--- config.mk ---
export PLATFORM = sky130hd
export DESIGN_NAME = br_resolve_ctrl_flat
export DESIGN_NICKNAME = d
export VERILOG_FILES = /design/src/rtl/br_resolve_ctrl_if.sv /design/src/rtl/br_resolve_ctrl.sv /design/src/flat_wrapper.sv
export SDC_FILE = /design/constraint.sdc
export NUM_CORES = 1
export LEC_CHECK = 0
export CAP_MARGIN = 20
export CORE_MARGIN = 1.5
export CORE_UTILIZATION = 51
export DETAILED_ROUTE_END_ITERATION = 10
export PLACE_DENSITY = 0.94
export SYNTH_ARGS = -nofsm -noshare
export SYNTH_HDL_FRONTEND = slang
export SYNTH_SLANG_ARGS = --single-unit
--- constraint.sdc ---
create_clock -name clock -period 16.43 [get_ports clock]
set_clock_uncertainty 0.1 [all_clocks]
set_input_delay 3.286 -clock clock [delete_from_list [all_inputs] [get_ports clock]]
set_output_delay 3.286 -clock clock [all_outputs]
set_load 0.005 [all_outputs]
--- src/rtl/br_resolve_ctrl_if.sv ---
// Signal bundle between the branch-resolution controller and dispatch,
// the two branch FUs, the checkpoint stack and fetch.
`ifndef STACK_NUM
`define STACK_NUM 4
`endif

interface br_resolve_ctrl_if #(
    parameter int STACK_NUM = `STACK_NUM,
    parameter int IDX_W     = $clog2(STACK_NUM)
);
    logic                 br_dispatch_valid;
    logic                 br_dispatch_stall;
    logic                 snapshot_enable;
    logic [IDX_W-1:0]     space_address;
    logic                 res_valid_0, res_valid_1;
    logic [STACK_NUM-1:0] res_mask_0, res_mask_1;
    logic                 res_mispredict_0, res_mispredict_1;
    logic [63:0]          res_target_0, res_target_1;
    logic                 recovery_request;
    logic                 br_correct;
    logic [STACK_NUM-1:0] recovery_mask;
    logic                 redirect_valid;
    logic [63:0]          redirect_pc;
    logic [STACK_NUM-1:0] squash_mask;

    modport master (
        input  br_dispatch_valid, res_valid_0, res_valid_1, res_mask_0, res_mask_1,
               res_mispredict_0, res_mispredict_1, res_target_0, res_target_1,
        output br_dispatch_stall, snapshot_enable, space_address, recovery_request,
               br_correct, recovery_mask, redirect_valid, redirect_pc, squash_mask
    );

    modport slave (
        output br_dispatch_valid, res_valid_0, res_valid_1, res_mask_0, res_mask_1,
               res_mispredict_0, res_mispredict_1, res_target_0, res_target_1,
        input  br_dispatch_stall, snapshot_enable, space_address, recovery_request,
               br_correct, recovery_mask, redirect_valid, redirect_pc, squash_mask
    );
endinterface

--- src/rtl/br_resolve_ctrl.sv ---
// Branch-resolution controller: allocates checkpoint slots, turns FU resolutions
// into one recovery/correct command per cycle and keeps a shadow busy mask.
`ifndef STACK_NUM
`define STACK_NUM 4
`endif

module br_resolve_ctrl #(
    parameter int STACK_NUM = `STACK_NUM,
    parameter int IDX_W     = $clog2(STACK_NUM)
) (
    input logic              clock,
    input logic              reset,
    br_resolve_ctrl_if.master bus
);
    localparam int CNT_W = $clog2(STACK_NUM + 1);

    typedef enum logic [1:0] {IDLE, ISSUE, FLUSH} state_t;

    state_t               state, state_nxt;
    logic [STACK_NUM-1:0] busy, busy_nxt;
    logic [IDX_W-1:0]     fifo [STACK_NUM];
    logic [IDX_W-1:0]     fifo_nxt [STACK_NUM];
    logic [IDX_W-1:0]     fifo_tmp [STACK_NUM];
    logic [CNT_W-1:0]     cnt, cnt_nxt, k;
    logic                 pend_valid;
    logic [IDX_W-1:0]     pend_idx;
    logic [63:0]          pend_pc;

    logic                 rec_q, cor_q, redir_q;
    logic [STACK_NUM-1:0] mask_q, squash_q;
    logic [63:0]          pc_q;

    logic [IDX_W-1:0]     low, alloc_idx, idx0, idx1, win_idx, p_idx, head;
    logic [63:0]          win_pc, p_pc;
    logic                 stall, snap, ok0, ok1, mp0, mp1, win_v, push0, push1;
    logic                 p_v, rec_go, pop;

    function automatic logic [IDX_W-1:0] enc(input logic [STACK_NUM-1:0] m);
        enc = '0;
        for (int i = 0; i < STACK_NUM; i++)
            if (m[i]) enc = IDX_W'(i);
    endfunction

    function automatic logic [STACK_NUM-1:0] le_mask(input logic [IDX_W-1:0] a);
        for (int i = 0; i < STACK_NUM; i++)
            le_mask[i] = (i <= int'(a));
    endfunction

    // Allocation: one slot below the lowest busy slot, top slot when empty.
    always_comb begin
        low = '0;
        for (int i = STACK_NUM - 1; i >= 0; i--)
            if (busy[i]) low = IDX_W'(i);
        alloc_idx = (busy == '0) ? IDX_W'(STACK_NUM - 1) : low - IDX_W'(1);
    end

    assign stall = busy[0] | rec_q | (state == FLUSH);
    assign snap  = bus.br_dispatch_valid & ~stall & ~reset;

    assign bus.br_dispatch_stall = stall;
    assign bus.snapshot_enable   = snap;
    assign bus.space_address     = snap ? alloc_idx : '0;
    assign bus.recovery_request  = rec_q;
    assign bus.br_correct        = cor_q;
    assign bus.recovery_mask     = mask_q;
    assign bus.redirect_valid    = redir_q;
    assign bus.redirect_pc       = pc_q;
    assign bus.squash_mask       = squash_q;

    always_comb begin
        idx0 = enc(bus.res_mask_0);
        idx1 = enc(bus.res_mask_1);
        // Slots already squashed have busy==0, so only the pending cutoff is explicit.
        ok0  = bus.res_valid_0 && busy[idx0] && !(pend_valid && idx0 <= pend_idx);
        ok1  = bus.res_valid_1 && busy[idx1] && !(pend_valid && idx1 <= pend_idx);
        mp0  = ok0 & bus.res_mispredict_0;
        mp1  = ok1 & bus.res_mispredict_1;
        win_v = mp0 | mp1;
        if (mp0 && (!mp1 || idx0 > idx1)) begin
            win_idx = idx0;
            win_pc  = bus.res_target_0;
        end else begin
            win_idx = idx1;
            win_pc  = bus.res_target_1;
        end
        push0 = ok0 && !bus.res_mispredict_0 && (!win_v || idx0 > win_idx);
        push1 = ok1 && !bus.res_mispredict_1 && (!win_v || idx1 > win_idx);
        p_v    = pend_valid | win_v;
        p_idx  = win_v ? win_idx : pend_idx;
        p_pc   = win_v ? win_pc : pend_pc;
        rec_go = p_v && (state != ISSUE);

        fifo_nxt = fifo;
        cnt_nxt  = cnt;
        if (push0 && cnt_nxt < CNT_W'(STACK_NUM)) begin
            fifo_nxt[cnt_nxt[IDX_W-1:0]] = idx0;
            cnt_nxt = cnt_nxt + CNT_W'(1);
        end
        if (push1 && cnt_nxt < CNT_W'(STACK_NUM)) begin
            fifo_nxt[cnt_nxt[IDX_W-1:0]] = idx1;
            cnt_nxt = cnt_nxt + CNT_W'(1);
        end

        fifo_tmp = fifo_nxt;
        k = '0;
        if (rec_go) begin
            for (int i = 0; i < STACK_NUM; i++)
                if (CNT_W'(i) < cnt_nxt && fifo_tmp[i] > p_idx) begin
                    fifo_nxt[k[IDX_W-1:0]] = fifo_tmp[i];
                    k = k + CNT_W'(1);
                end
            cnt_nxt = k;
        end

        // Corrects wait while any recovery is pending so a squashed slot is never retired.
        pop  = !p_v && (cnt_nxt != '0);
        head = fifo_nxt[0];
        if (pop) begin
            for (int i = 0; i < STACK_NUM - 1; i++)
                fifo_nxt[i] = fifo_nxt[i + 1];
            cnt_nxt = cnt_nxt - CNT_W'(1);
        end

        busy_nxt = busy | (snap ? (STACK_NUM'(1) << alloc_idx) : '0);
        if (pop)    busy_nxt = busy_nxt & ~(STACK_NUM'(1) << head);
        if (rec_go) busy_nxt = busy_nxt & ~le_mask(p_idx);
    end

    always_comb begin
        state_nxt = state;
        case (state)
            IDLE:    if (rec_go) state_nxt = ISSUE;
            ISSUE:   state_nxt = FLUSH;
            FLUSH:   state_nxt = rec_go ? ISSUE : IDLE;
            default: state_nxt = IDLE;
        endcase
    end

    always_ff @(posedge clock) begin
        if (reset) begin
            state      <= IDLE;
            busy       <= '0;
            cnt        <= '0;
            for (int i = 0; i < STACK_NUM; i++) fifo[i] <= '0;
            pend_valid <= 1'b0;
            pend_idx   <= '0;
            pend_pc    <= '0;
            rec_q      <= 1'b0;
            cor_q      <= 1'b0;
            redir_q    <= 1'b0;
            mask_q     <= '0;
            squash_q   <= '0;
            pc_q       <= '0;
        end else begin
            state      <= state_nxt;
            busy       <= busy_nxt;
            cnt        <= cnt_nxt;
            fifo       <= fifo_nxt;
            pend_valid <= rec_go ? 1'b0 : p_v;
            if (win_v) begin
                pend_idx <= win_idx;
                pend_pc  <= win_pc;
            end
            rec_q    <= rec_go;
            cor_q    <= pop;
            redir_q  <= rec_go;
            mask_q   <= rec_go ? (STACK_NUM'(1) << p_idx) :
                        pop    ? (STACK_NUM'(1) << head)  : '0;
            squash_q <= rec_go ? le_mask(p_idx) : '0;
            pc_q     <= rec_go ? p_pc : '0;
        end
    end
endmodule

--- src/flat_wrapper.sv ---
// flat-port wrapper written by rule: the top's interface ports become plain ports
module br_resolve_ctrl_flat 
#(
    parameter int STACK_NUM = `STACK_NUM,
    parameter int IDX_W     = $clog2(STACK_NUM)
)
  (clock, reset, bus_br_dispatch_valid, bus_res_valid_0, bus_res_valid_1, bus_res_mask_0, bus_res_mask_1, bus_res_mispredict_0, bus_res_mispredict_1, bus_res_target_0, bus_res_target_1, bus_br_dispatch_stall, bus_snapshot_enable, bus_space_address, bus_recovery_request, bus_br_correct, bus_recovery_mask, bus_redirect_valid, bus_redirect_pc, bus_squash_mask);
  br_resolve_ctrl_if #(.STACK_NUM(STACK_NUM), .IDX_W(IDX_W)) bus_i ();
  input logic clock;
  input logic reset;
  input wire logic [$bits(bus_i.br_dispatch_valid)-1:0] bus_br_dispatch_valid;
  input wire logic [$bits(bus_i.res_valid_0)-1:0] bus_res_valid_0;
  input wire logic [$bits(bus_i.res_valid_1)-1:0] bus_res_valid_1;
  input wire logic [$bits(bus_i.res_mask_0)-1:0] bus_res_mask_0;
  input wire logic [$bits(bus_i.res_mask_1)-1:0] bus_res_mask_1;
  input wire logic [$bits(bus_i.res_mispredict_0)-1:0] bus_res_mispredict_0;
  input wire logic [$bits(bus_i.res_mispredict_1)-1:0] bus_res_mispredict_1;
  input wire logic [$bits(bus_i.res_target_0)-1:0] bus_res_target_0;
  input wire logic [$bits(bus_i.res_target_1)-1:0] bus_res_target_1;
  output wire logic [$bits(bus_i.br_dispatch_stall)-1:0] bus_br_dispatch_stall;
  output wire logic [$bits(bus_i.snapshot_enable)-1:0] bus_snapshot_enable;
  output wire logic [$bits(bus_i.space_address)-1:0] bus_space_address;
  output wire logic [$bits(bus_i.recovery_request)-1:0] bus_recovery_request;
  output wire logic [$bits(bus_i.br_correct)-1:0] bus_br_correct;
  output wire logic [$bits(bus_i.recovery_mask)-1:0] bus_recovery_mask;
  output wire logic [$bits(bus_i.redirect_valid)-1:0] bus_redirect_valid;
  output wire logic [$bits(bus_i.redirect_pc)-1:0] bus_redirect_pc;
  output wire logic [$bits(bus_i.squash_mask)-1:0] bus_squash_mask;
  assign bus_i.br_dispatch_valid = bus_br_dispatch_valid;
  assign bus_i.res_valid_0 = bus_res_valid_0;
  assign bus_i.res_valid_1 = bus_res_valid_1;
  assign bus_i.res_mask_0 = bus_res_mask_0;
  assign bus_i.res_mask_1 = bus_res_mask_1;
  assign bus_i.res_mispredict_0 = bus_res_mispredict_0;
  assign bus_i.res_mispredict_1 = bus_res_mispredict_1;
  assign bus_i.res_target_0 = bus_res_target_0;
  assign bus_i.res_target_1 = bus_res_target_1;
  assign bus_br_dispatch_stall = bus_i.br_dispatch_stall;
  assign bus_snapshot_enable = bus_i.snapshot_enable;
  assign bus_space_address = bus_i.space_address;
  assign bus_recovery_request = bus_i.recovery_request;
  assign bus_br_correct = bus_i.br_correct;
  assign bus_recovery_mask = bus_i.recovery_mask;
  assign bus_redirect_valid = bus_i.redirect_valid;
  assign bus_redirect_pc = bus_i.redirect_pc;
  assign bus_squash_mask = bus_i.squash_mask;
  br_resolve_ctrl #(.STACK_NUM(STACK_NUM), .IDX_W(IDX_W)) u_core (.clock(clock), .reset(reset), .bus(bus_i));
endmodule
==> flow_metrics.tcl <==
set metrics [dict create \
    tightest_slew_ps 1090 \
    grt_max_degree 107 \
    syn_avg_cell_area_um2 9.63 \
    portBuffers 219 \
    grt_overflow 0 \
    status "finished, final reports clean" \
    synthesis.area_um2 7440 \
    slew_violations 0 \
    cpMostUsedCell "ha_1" \
    grt_antenna_before_repair 0 \
    regToRegSetupSlack_ps 7410 \
    p_total_uw 1140 \
    crit_path_end_kind "register" \
    rsz0062_at_grt "false" \
    ys_types 84 \
    layout_common_cells "218 x clkdlybuf4s50_1, 157 x dfxtp_1, 99 x nor2_1, 80 x mux2i_1, 72 x a211oi_1" \
    initialDrtViolationCount 497 \
    clock-sinks 157 \
    fin_crit_sh_pct 76.6 \
    cts-resized-gates 0 \
    worstSetupEndpoint "u_core.bus.recovery_mask[1]$_SDFF_PP0_" \
    r2r-start "u_core.pend_idx[1]$_SDFF_PP0_" \
    critical_path_class "in -> reg" \
    layout_setup_ws_ps 3840 \
    cp-start-kind "primary input" \
    cts_tree "built" \
    die_w_um 124 \
    cap_viol_max_count 0 \
    power_density_nw_per_um2 111 \
    post-route-drc-count 0 \
    dp_hpwl_um 14300 \
    gp_congestion 0.923 \
    ir_worst_vdd_v 0.0000906 \
    fin_cells 1162 \
    hold_class "reg -> reg" \
    coreArea_um2 14000 \
    die_h_um 124 \
    max_clock_freq_ghz 0.0794 \
    reg2reg_to "u_core.bus.recovery_mask[1]$_SDFF_PP0_" \
    async_reset_ff_share_pct 0 \
    num_rows 43 \
    final-setup-viol-count 0 \
    clkSlewWorstSetupHoldPaths_ps 60 \
    vias 6570 \
    leakage_uw 0.00424 \
    place_inst 1130 \
    first_global_vias 6441 \
    cp.arrival_ps 12830 \
    hold_buffers 0 \
    yosysSeqAreaShare_pct 42.2 \
    synthFlopType "dfxtp_1" \
    yosys_register_bits 157 \
    io_pins 222 \
    die-area_um2 15300 \
    synthCells 773 \
    critPathMaxStageDelay_ps 850 \
    crit_start "bus_res_mask_1[3]" \
    cts_buffer_depth 2 \
    clk_latency_ps 420 \
    path_max_fanout 19 \
    yosysWarningCount 0 \
    drtPass1Iterations 7 \
    area_growth_pct 38.4 \
    fin_crit_ps 12590 \
    wire_per_inst_um 17.7 \
    fillerInstances 953 \
    ant_nets 0 \
    fin_nets 1139 \
    start_util_pct 53.0 \
    htreeDepth 4 \
    drt_wl_total_um 20600 \
    grt_usage_pct 27.2 \
    postCtsSetupBuffers 0 \
    synth_edf_count 0 \
    numCtsBuffers 17 \
    viasPerCell 5.65 \
    grt_pass1_wl_um 31900 \
    cp.required_ps 16670 \
    dp_worst_setup_slack_ps 3850 \
    final_common_cell "clkdlybuf4s50_1" \
    setup-tns-final_ps 0 \
    hold_violations 0 \
    root_buffer "clkbuf_16" \
    slowest_stage "nor3_1" \
    n_antenna_cell 0 \
    synth_nets 943 \
    maxSlewHeadroom_pct 27.6 \
    worstRegToRegCells 36 \
    drive_above_1_share_pct 8.86 \
]
==> per-layer routing <==
metal	up-vias	global-route usage, %	routed length (um)
li1	3176	-	-
met4	0	12.9	697
met2	303	47.1	10500
met5	-	0	0
met3	55	7.88	1520
met1	3036	30.8	7900
==> report_power, final <==
| part | switching [uW] | internal, uW |
|---|---|---|
| sequential | 14.1 | 408 |
| combinational | 184 | 147 |
| clock | 158 | 229 |
==> final cells by class <==
type | count | area (um^2) | area share, %
clock inverters | 12 | 136 | 1.32
repair buffers | 224 | 2220 | 21.6
inverters | 24 | 90.1 | 0.875
well taps | 180 | 225 | 2.19
flip-flops and latches | 157 | 3140 | 30.5
clock buffers | 20 | 447 | 4.34
multi-input cells | 545 | 4030 | 39.2
==> Yosys cell counts, types with 9 or more instances <==
cell	n	area share, %
dfxtp_1	157	42
nor2_1	99	5.0
mux2i_1	80	11
a211oi_1	72	7.3
and2_1	66	5.5
clkbuf_1	34	1.7
ha_1	27	4.5
a21oi_1	23	1.5
inv_1	19	0.96
nand2_1	17	0.86
nor3_1	16	1.1
nand3_1	15	1.0
nand2b_1	9	0.76
==> flip-flops by register name, indices dropped and copies added, names as in the netlist <==
name / count
u_core.state: 2
u_core.pend_pc: 64
u_core.busy: 4
u_core.bus.br_correct: 1
u_core.bus.redirect_pc: 64
u_core.pend_idx: 2
u_core.bus.squash_mask: 4
u_core.fifo: 8
u_core.pend_valid: 1
u_core.cnt: 3
u_core.bus.recovery_mask: 4
==> cells by family after synthesis <==
kind of cell	Yosys count	share of synthesized area [%]
simple gates	264	18.9
compound gates	163	17.7
flops	157	42.2
mux	88	12.2
buf+inv	71	3.95
fa+ha+maj	27	4.54
xor+xnor	3	0.454
==> worst min-delay path by stage <==
stage / start / cells after the start / end
after CTS: u_core.pend_pc[2]$_SDFF_PP0_ / 2 / u_core.pend_pc[2]$_SDFF_PP0_
after detailed placement: u_core.pend_pc[56]$_SDFF_PP0_ / 2 / u_core.pend_pc[56]$_SDFF_PP0_
after global routing: u_core.pend_pc[0]$_SDFF_PP0_ / 2 / u_core.pend_pc[0]$_SDFF_PP0_
final: u_core.pend_pc[3]$_SDFF_PP0_ / 2 / u_core.pend_pc[3]$_SDFF_PP0_
after global placement: u_core.pend_pc[25]$_SDFF_PP0_ / 2 / u_core.pend_pc[25]$_SDFF_PP0_
after floorplan: u_core.state[0]$_SDFFE_PP0P_ / 1 / u_core.state[0]$_SDFFE_PP0P_
==> worst max-delay path, delay by kind of cell <==
kind                     cells  cell delay (ps)
AND/OR/NAND/NOR             13             3180
AO/OA/AOI/OAI               13             2860
XOR/XNOR                     1              300
multiplexers                 1              330
adder cells (fa/ha/maj)      8             2170
buffers and inverters        2              700
==> metrics by stage <==
stage | utilization (%) | hold WS (ps) | instance area [um^2]
final | 73.3 | 392 | 10300
after global routing | 73.3 | 413 | 10300
after CTS | 73.3 | 396 | 10300
after detailed placement | 69.2 | 386 | 9720
after global placement | 69.2 | 378 | 9720
after floorplan | - | 344 | 7440
No activity file was read; power rests on OpenSTA's default activity.
